[src/rtl/uart_phy.sv]
// ISP debug UART front end: 4x oversampled 8N1 receiver and a 9-frame line transmitter.
// Define UART_PHY_FRAME_ERR_EN to add the o_frame_err pulse output.
module uart_phy #(
    parameter int UART_RX_CLK_DIV = 108,
    parameter int UART_TX_CLK_DIV = 434
) (
    input  logic        clk,
    input  logic        rst,
    input  logic        i_rx,
    output logic        o_ready,
    output logic [7:0]  o_data,
`ifdef UART_PHY_FRAME_ERR_EN
    output logic        o_frame_err,
`endif
    output logic        o_tx,
    input  logic        i_start,
    input  logic [63:0] i_data,
    output logic        o_busy,
    output logic        o_fin
);
    // state    | meaning
    // RX_IDLE  | line idle, looking for a tick that reads 0
    // RX_START | qualifying the start bit on the next two ticks
    // RX_DATA  | sampling 8 data bits, LSB first, every 4th tick
    // RX_STOP  | sampling the stop bit 4 ticks after bit 7
    // RX_WAIT  | framing error, waiting for the line to read 1
    // TX_IDLE  | ready to accept i_start
    // TX_SEND  | shifting out 9 frames (8 chars + newline)

    localparam int RXW = (UART_RX_CLK_DIV > 1) ? $clog2(UART_RX_CLK_DIV) : 1;
    localparam int TXW = (UART_TX_CLK_DIV > 1) ? $clog2(UART_TX_CLK_DIV) : 1;

    typedef enum logic [2:0] {RX_IDLE, RX_START, RX_DATA, RX_STOP, RX_WAIT} rx_state_t;
    typedef enum logic {TX_IDLE, TX_SEND} tx_state_t;

    logic            rx_meta, rx_s;
    logic [RXW-1:0]  rx_div_cnt;
    logic            rx_tick;
    rx_state_t       rx_state;
    logic [1:0]      rx_phase;
    logic [2:0]      rx_bit;
    logic [7:0]      rx_shift;

    tx_state_t       tx_state;
    logic [71:0]     tx_chars;
    logic [89:0]     tx_line;
    logic [89:0]     tx_shift;
    logic [6:0]      tx_bits_left;
    logic [TXW-1:0]  tx_div_cnt;

    always_ff @(posedge clk) begin
        if (rst) begin
            rx_meta <= 1'b1;
            rx_s    <= 1'b1;
        end else begin
            rx_meta <= i_rx;
            rx_s    <= rx_meta;
        end
    end

    assign rx_tick = (rx_div_cnt == '0);

    always_ff @(posedge clk) begin
        if (rst || rx_tick) rx_div_cnt <= RXW'(UART_RX_CLK_DIV - 1);
        else                rx_div_cnt <= rx_div_cnt - 1'b1;
    end

    // A start must read 0 on both following ticks; the second lands mid-bit and
    // rejects low pulses shorter than half a bit.
    always_ff @(posedge clk) begin
        if (rst) begin
            rx_state <= RX_IDLE;
            rx_phase <= '0;
            rx_bit   <= '0;
            rx_shift <= '0;
            o_ready  <= 1'b0;
            o_data   <= 8'h00;
`ifdef UART_PHY_FRAME_ERR_EN
            o_frame_err <= 1'b0;
`endif
        end else begin
            o_ready <= 1'b0;
`ifdef UART_PHY_FRAME_ERR_EN
            o_frame_err <= 1'b0;
`endif
            if (rx_tick) begin
                case (rx_state)
                    RX_IDLE: begin
                        if (!rx_s) begin
                            rx_state <= RX_START;
                            rx_phase <= 2'd1;
                        end
                    end
                    RX_START: begin
                        if (rx_s) begin
                            rx_state <= RX_IDLE;
                        end else if (rx_phase == 2'd0) begin
                            rx_state <= RX_DATA;
                            rx_phase <= 2'd3;
                            rx_bit   <= 3'd7;
                        end else begin
                            rx_phase <= rx_phase - 2'd1;
                        end
                    end
                    RX_DATA: begin
                        if (rx_phase == 2'd0) begin
                            rx_shift <= {rx_s, rx_shift[7:1]};
                            rx_phase <= 2'd3;
                            if (rx_bit == 3'd0) rx_state <= RX_STOP;
                            else                rx_bit   <= rx_bit - 3'd1;
                        end else begin
                            rx_phase <= rx_phase - 2'd1;
                        end
                    end
                    RX_STOP: begin
                        if (rx_phase != 2'd0) begin
                            rx_phase <= rx_phase - 2'd1;
                        end else if (rx_s) begin
                            o_data   <= rx_shift;
                            o_ready  <= 1'b1;
                            rx_state <= RX_IDLE;
                        end else begin
`ifdef UART_PHY_FRAME_ERR_EN
                            o_frame_err <= 1'b1;
`endif
                            rx_state <= RX_WAIT;
                        end
                    end
                    RX_WAIT: begin
                        if (rx_s) rx_state <= RX_IDLE;
                    end
                    default: rx_state <= RX_IDLE;
                endcase
            end
        end
    end

    // Whole line laid out as 90 serial bits, first bit in position 0.
    assign tx_chars = {i_data, 8'h0A};

    always_comb begin
        tx_line = '0;
        for (int k = 0; k < 9; k++) begin
            tx_line[10*k +: 10] = {1'b1, tx_chars[71-8*k -: 8], 1'b0};
        end
    end

    always_ff @(posedge clk) begin
        if (rst) begin
            tx_state     <= TX_IDLE;
            tx_shift     <= '0;
            tx_bits_left <= '0;
            tx_div_cnt   <= '0;
            o_tx         <= 1'b1;
            o_busy       <= 1'b0;
            o_fin        <= 1'b0;
        end else begin
            o_fin <= 1'b0;
            case (tx_state)
                TX_IDLE: begin
                    if (i_start) begin
                        tx_state     <= TX_SEND;
                        o_busy       <= 1'b1;
                        o_tx         <= tx_line[0];
                        tx_shift     <= {1'b0, tx_line[89:1]};
                        tx_bits_left <= 7'd89;
                        tx_div_cnt   <= TXW'(UART_TX_CLK_DIV - 1);
                    end
                end
                TX_SEND: begin
                    if (tx_div_cnt != '0) begin
                        tx_div_cnt <= tx_div_cnt - 1'b1;
                    end else if (tx_bits_left == 7'd0) begin
                        tx_state <= TX_IDLE;
                        o_busy   <= 1'b0;
                        o_fin    <= 1'b1;
                        o_tx     <= 1'b1;
                    end else begin
                        o_tx         <= tx_shift[0];
                        tx_shift     <= {1'b0, tx_shift[89:1]};
                        tx_bits_left <= tx_bits_left - 7'd1;
                        tx_div_cnt   <= TXW'(UART_TX_CLK_DIV - 1);
                    end
                end
                default: tx_state <= TX_IDLE;
            endcase
        end
    end
endmodule

[config.mk]
export PLATFORM = sky130hd
export DESIGN_NAME = uart_phy
export DESIGN_NICKNAME = d
export VERILOG_FILES = /design/src/rtl/uart_phy.sv
export SDC_FILE = /design/constraint.sdc
export NUM_CORES = 1
export LEC_CHECK = 0
export ABC_AREA = 1
export ABC_CLOCK_PERIOD_IN_PS = 2000
export BUFFER_PORTS_ARGS = -buffer_cell sky130_fd_sc_hd__buf_2
export CAP_MARGIN = 20
export CELL_PAD_IN_SITES_DETAIL_PLACEMENT = 1
export CELL_PAD_IN_SITES_GLOBAL_PLACEMENT = 2
export CORE_MARGIN = 5
export CORE_UTILIZATION = 32
export DETAILED_ROUTE_END_ITERATION = 8
export PLACE_DENSITY_LB_ADDON = 0.12
export SLEW_MARGIN = 20
export SYNTH_ARGS = -nofsm -noshare
export SYNTH_HDL_FRONTEND = slang
export SYNTH_SLANG_ARGS = --single-unit
export TNS_END_PERCENT = 50
[constraint.sdc]
create_clock -name clk -period 2 [get_ports clk]
set_input_delay 0.6 -clock clk [delete_from_list [all_inputs] [get_ports clk]]
set_output_delay 0.6 -clock clk [all_outputs]
set_load 0.01 [all_outputs]
Word-level counts from Yosys, hierarchy flattened
Index checks and enable logic that the tools add are counted.
{ "classes": {"n_reduce_logical": 21, "eq_ne": 19, "mux": 45, "bitwise": 4, "n_addsub": 5} }
{ "ops": {"columns": ["cell", "count"], "rows": [
  ["two-way mux 90 bit", 3],
  ["case mux 90 bit (2 select lines)", 1],
  ["two-way mux 3 bit", 12],
  ["two-way mux 9 bit", 3],
  ["!= test 2 bit (second input constant)", 12],
  ["two-way mux 7 bit", 3],
  ["case mux 9 bit (2 select lines)", 1],
  ["case mux 3 bit (5 select lines)", 1],
  ["zero test 7 bit", 2],
  ["case mux 7 bit (2 select lines)", 1],
  ["subtractor 7 x 1 -> 7 bit (second input constant)", 2],
  ["two-way mux 1 bit", 11],
  ["AND reduction 3 bit", 3],
  ["nonzero test 9 bit", 1],
  ["subtractor 9 x 1 -> 9 bit (second input constant)", 1],
  ["two-way mux 2 bit", 4],
  ["case mux 2 bit (4 select lines)", 1],
  ["AND reduction 7 bit", 1],
  ["equality test 3 x 2 -> 1 bit (second input constant)", 2],
  ["zero test 3 bit", 2],
  ["!= test 3 bit (second input constant)", 2],
  ["case mux 1 bit (2 select lines)", 3],
  ["case mux 3 bit (2 select lines)", 1],
  ["AND reduction 6 bit", 1],
  ["15 further kinds", 20]
]} }
{ "totals": {"in_bits": 68, "ff_bits": 144} }

Logic depth before layout (Yosys ltp)
{ "logic_depth": {"depth_word": 4, "ltp_mapped": 12} }

Worst setup path after synthesis
No wires, ideal clock.
{ "synth_timing": {"path_type": "reg-to-reg", "from": "register tx_div_cnt[0]", "to": "register tx_shift[10]", "period_less_slack_ns": 1.675, "path_slack_ns": 0.325, "setup_ns": 0.116, "arrival_ns": 1.559, "required_ns": 1.884, "path_stages_with_launch": 12, "n_path_buf": 2, "cell_sequence": "dfxtp_1 > inv_1 > ha_1 > nand2_1 > nor2_4 > nand3_4 > nand2_4 > nand2_2 > buf_6 > buf_2 > o21ai_0 > nor2_1"} }
{ "synth_via": {"elab_chain_len": 3} }
{ "synth_rtl": {"columns": ["element", "line", "text"], "rows": [
  ["start: declaration", "49", "logic [TXW-1:0] tx_div_cnt;"],
  ["start signal: assignment", "167", "tx_div_cnt <= TXW'(UART_TX_CLK_DIV - 1);"],
  ["start signal: assignment", "172", "tx_div_cnt <= tx_div_cnt - 1'b1;"],
  ["start signal: assignment", "182", "tx_div_cnt <= TXW'(UART_TX_CLK_DIV - 1);"],
  ["nonzero test 9 bit", "171", "if (tx_div_cnt != '0) begin"],
  ["!= test 2 bit (no line)", null, null],
  ["AND reduction 3 bit (no line)", null, null],
  ["end signal: assignment", "165", "tx_shift <= {1'b0, tx_line[89:1]};"],
  ["end signal: assignment", "180", "tx_shift <= {1'b0, tx_shift[89:1]};"],
  ["end: declaration", "47", "logic [89:0] tx_shift;"]
]} }
No other way between the ends.
A chain may end at the register's enable or synchronous reset.

Worst setup path in the final report
{ "layout_timing": {"from": "register tx_div_cnt[0]", "to": "register tx_shift[68]"} }
The elaborated chain is that of the path after synthesis.

==> flow_summary_export.csv <==
group,metric,value,unit
status,status,"complete, no violations",
global_route,grt_pass1_vias,6116,
power_and_ir_drop,combPwrFrac,30.7,%
synth,netlist_instances,954,
detailed_routing,ant_nets,0,
power_and_ir_drop,seqPwrFrac,37.9,%
detailed_routing,first_pass_iters,4,
timing,fin_crit,1.82,ns
detailed_routing,drc,0,
detailed_routing,vias_per_cell,4.64,
timing,report.final.setup_viol,0,
die,rows,52,
critical_path,crit_fanout,30,
timing,slew_headroom,63.0,%
global_route,antenna_found_initial,2,
cts,clkSlewWorstSetupHoldPaths,0.06,ns
synth,ys_ff_latch,143,
cts,clk_path_buf_depth,2,
synth,yosysSeqAreaShare,44.2,%
global_route,grt_start_max_net_pins,75,
detailed_routing,num_vias,6041,
timing,maxSlewViolCount,0,
critical_path,cp_top_family,"simple AND/OR/NAND/NOR gates",
finish,final_layout_size_suffix_gt1_share,15.2,%
cts,cts_tree,"done",
critical_path,critical_path_class,"reg -> reg",
die,io_pins,80,
place,place_area,7210,um2
detailed_routing,drt_iter0_markers,204,
die,start_util,32.2,%
global_route,overflow,0,
die,die_area,23200,um2
timing,final.period_utilization,91.0,%
cts,cts_setup_buffers,0,
critical_path,endpoint_kind,"flip-flop",
synth,syn_nets,1029,
synth,avgSynthCellArea,6.79,um2
critical_path,critPathLaunchType,"flip-flop",
cts,clkSinkCount,143,
hold_path,holdCritPathClass,"in -> reg",
place,place_congestion,0.735,
power_and_ir_drop,switching_share,35.2,%
finish,nets,1094,
critical_path,cp_common_cell,"nand2_1",
detailed_routing,wl_per_cell,12.7,um
critical_path,arrival,2.13,ns
finish,fill_cells,2559,
power_and_ir_drop,internal-power,6.63,mW
place,io_buffer_count,79,
critical_path,cpMaxStageDelayCell,"dfxtp_1",
synth,synth_cell_types,35,
power_and_ir_drop,p_sw,3.60,mW
timing,hold_viol,0,
timing,fin_skew,0.00876,ns
critical_path,cp_slowest_stage_delay,0.31,ns
finish,areaGrowthSynthToFinish,20.5,%
die,fp.dieW,152,um
synth,yosysTopAreaCellShare,44.2,%
critical_path,cp_num_buf_inv,3,
global_route,grt_pass1_wl,28400,um
finish,antenna_cells,0,
cts,cts_buffers,17,
detailed_routing,drt_wl_total,16500,um
cts,htreeDepth,4,
power_and_ir_drop,clockPowerShare,31.4,%
cts,root_buffer,"clkbuf_16",
critical_path,critPathRequiredTime,2.31,ns
timing,timing.fmax,549,MHz
timing,tightest_slew,0.552,ns
timing,rsz0062_at_grt,"false",
flow_run,cap_viol_max_count,0,
synth,synthTopCellsByArea,"dfxtp_1, nand2_1, nor2_1, o21ai_0, nand3_1",
finish,final_cell_area,7810,um2
synth,yosysWarnings,0,
die,core_region_area,20100,um2
global_route,grt.total_usage,14.4,%
power_and_ir_drop,irDropWorstVdd,0.561,mV
die,die_h,152,um
synth,syn_area,6480,um2
synth,yosysTopAreaCell,"dfxtp_1",
timing,fin_setup_tns,0,ns
cts,clock_latency,0.41,ns
power_and_ir_drop,p_leak,3.58,nW
critical_path,path_cells,"inv_1 > ha_1 > nand2_1 > nor2_4 > nand3_4 > nand2_4 > nand2_4 > inv_2 > buf_12 > nand2_1 > nand2_1 > nor2_1",
power_and_ir_drop,powerDensity,1310,nW/um2
place,dpl.hpwl,10400,um
[placed cells by master, fill, tap and decap left out, types with 2 or more instances in the layout]
master,Yosys,routed
xor2_1,5,5
nand4_1,14,14
o21ai_1,44,44
buf_4,2,14
nor2_1,192,192
clkinv_2,0,4
dfxtp_1,143,142
nor2_2,3,3
ha_1,7,7
clkinv_4,0,2
nand2_4,1,2
inv_1,38,38
a21oi_1,33,33
bufinv_16,0,3
inv_2,6,6
clkbuf_16,0,17
buf_12,0,8
o21ai_0,73,73
buf_2,19,79
or2_2,6,6
nor3_2,2,2
nand3_1,44,44
inv_6,0,3
clkinvlp_4,0,2
nand2_1,272,272
[per-layer routing]
metal | routed length, um | global-route usage, % | vias up
met1 | 7860 | 17.3 | 2805
met2 | 7950 | 25.3 | 50
li1 | - | - | 3169
met5 | 21 | 0 | -
met3 | 542 | 4.20 | 13
met4 | 140 | 3.47 | 4
[flip-flops by register name, summed over array words and instances (netlist names), 2 cells and up]
signal	count
rx_state	3
rx_bit	3
rx_shift	8
rx_phase	2
tx_div_cnt	9
tx_shift	89
rx_div_cnt	7
tx_bits_left	7
o_data	8
[logic make-up after synthesis]
kind of cell,after synthesis,share of synthesized area (%)
and+or+nand+nor,540,34.0
AOI/OAI and AO/OA,157,12.4
DFF,143,44.2
buffers and inverters,101,7.26
adders and majority gates,7,1.35
xor gates and xnor gates,6,0.811
[Yosys cell counts (all sizes together)]
cell	instances
nand2	275
nor2	196
dfxtp	143
o21ai	117
nand3	45
inv	44
a21oi	33
buf	31
clkbuf	25
nand4	14
ha	7
or2	6
xor2	5
nor3	4
a211oi	1
a31oi	1
clkinv	1
o211a	1
o211ai	1
o21bai	1
o311ai	1
o31ai	1
xnor2	1
[final timing paths]
path	start	end	slack, ns	depth (start not counted)
max reg2reg	tx_div_cnt[0]$_SDFFE_PP0P_	tx_shift[68]$_SDFFE_PP0P_	0.18	12
max	tx_div_cnt[0]$_SDFFE_PP0P_	tx_shift[68]$_SDFFE_PP0P_	0.18	12
min	i_rx	rx_meta$_SDFF_PP1_	0.38	2
min reg2reg	rx_div_cnt[0]$_SDFF_PP1_	rx_div_cnt[0]$_SDFF_PP1_	0.41	1
[layout make-up]
| class | count | area (um2) | area share, % |
|---|---|---|---|
| multi-input combinational | 710 | 3150 | 40.4 |
| sequential | 143 | 2870 | 36.7 |
| timing repair buffer | 102 | 688 | 8.82 |
| clock buffer | 18 | 429 | 5.50 |
| tap | 270 | 338 | 4.33 |
| inverter | 45 | 170 | 2.18 |
| clock inverter | 13 | 164 | 2.10 |
[through the flow]
step	hold slack [ns]	power (mW)	util (%)	cells	setup WS, ns
3_3_place_gp	0.391	7.09	35.8	1270	0.0965
2_1_floorplan	0.376	6.27	-	954	0.325
3_5_place_dp	0.398	7.15	35.8	1270	0.0819
5_1_grt	0.369	11.1	38.8	1301	0.00308
4_1_cts	0.355	10.4	38.8	1301	0.144
6_report	0.376	10.2	38.8	1301	0.179
[repair_timing]
item / 4_1_cts / 5_1_grt
gates resized for setup: 0 / 1
hold buffers: 0 / 0
setup endpoints to repair: 0 / 1
[power groups by stage]
stage | sequential (mW) | clock [mW] | combinational, mW
finish | 3.88 | 3.21 | 3.14
global route | 3.97 | 3.44 | 3.65
CTS | 3.89 | 3.33 | 3.22
detailed placement | 3.95 | 0 | 3.21
global placement | 3.94 | 0 | 3.15
floorplan | 3.84 | 0 | 2.44
(Power assumes the default switching activity.)
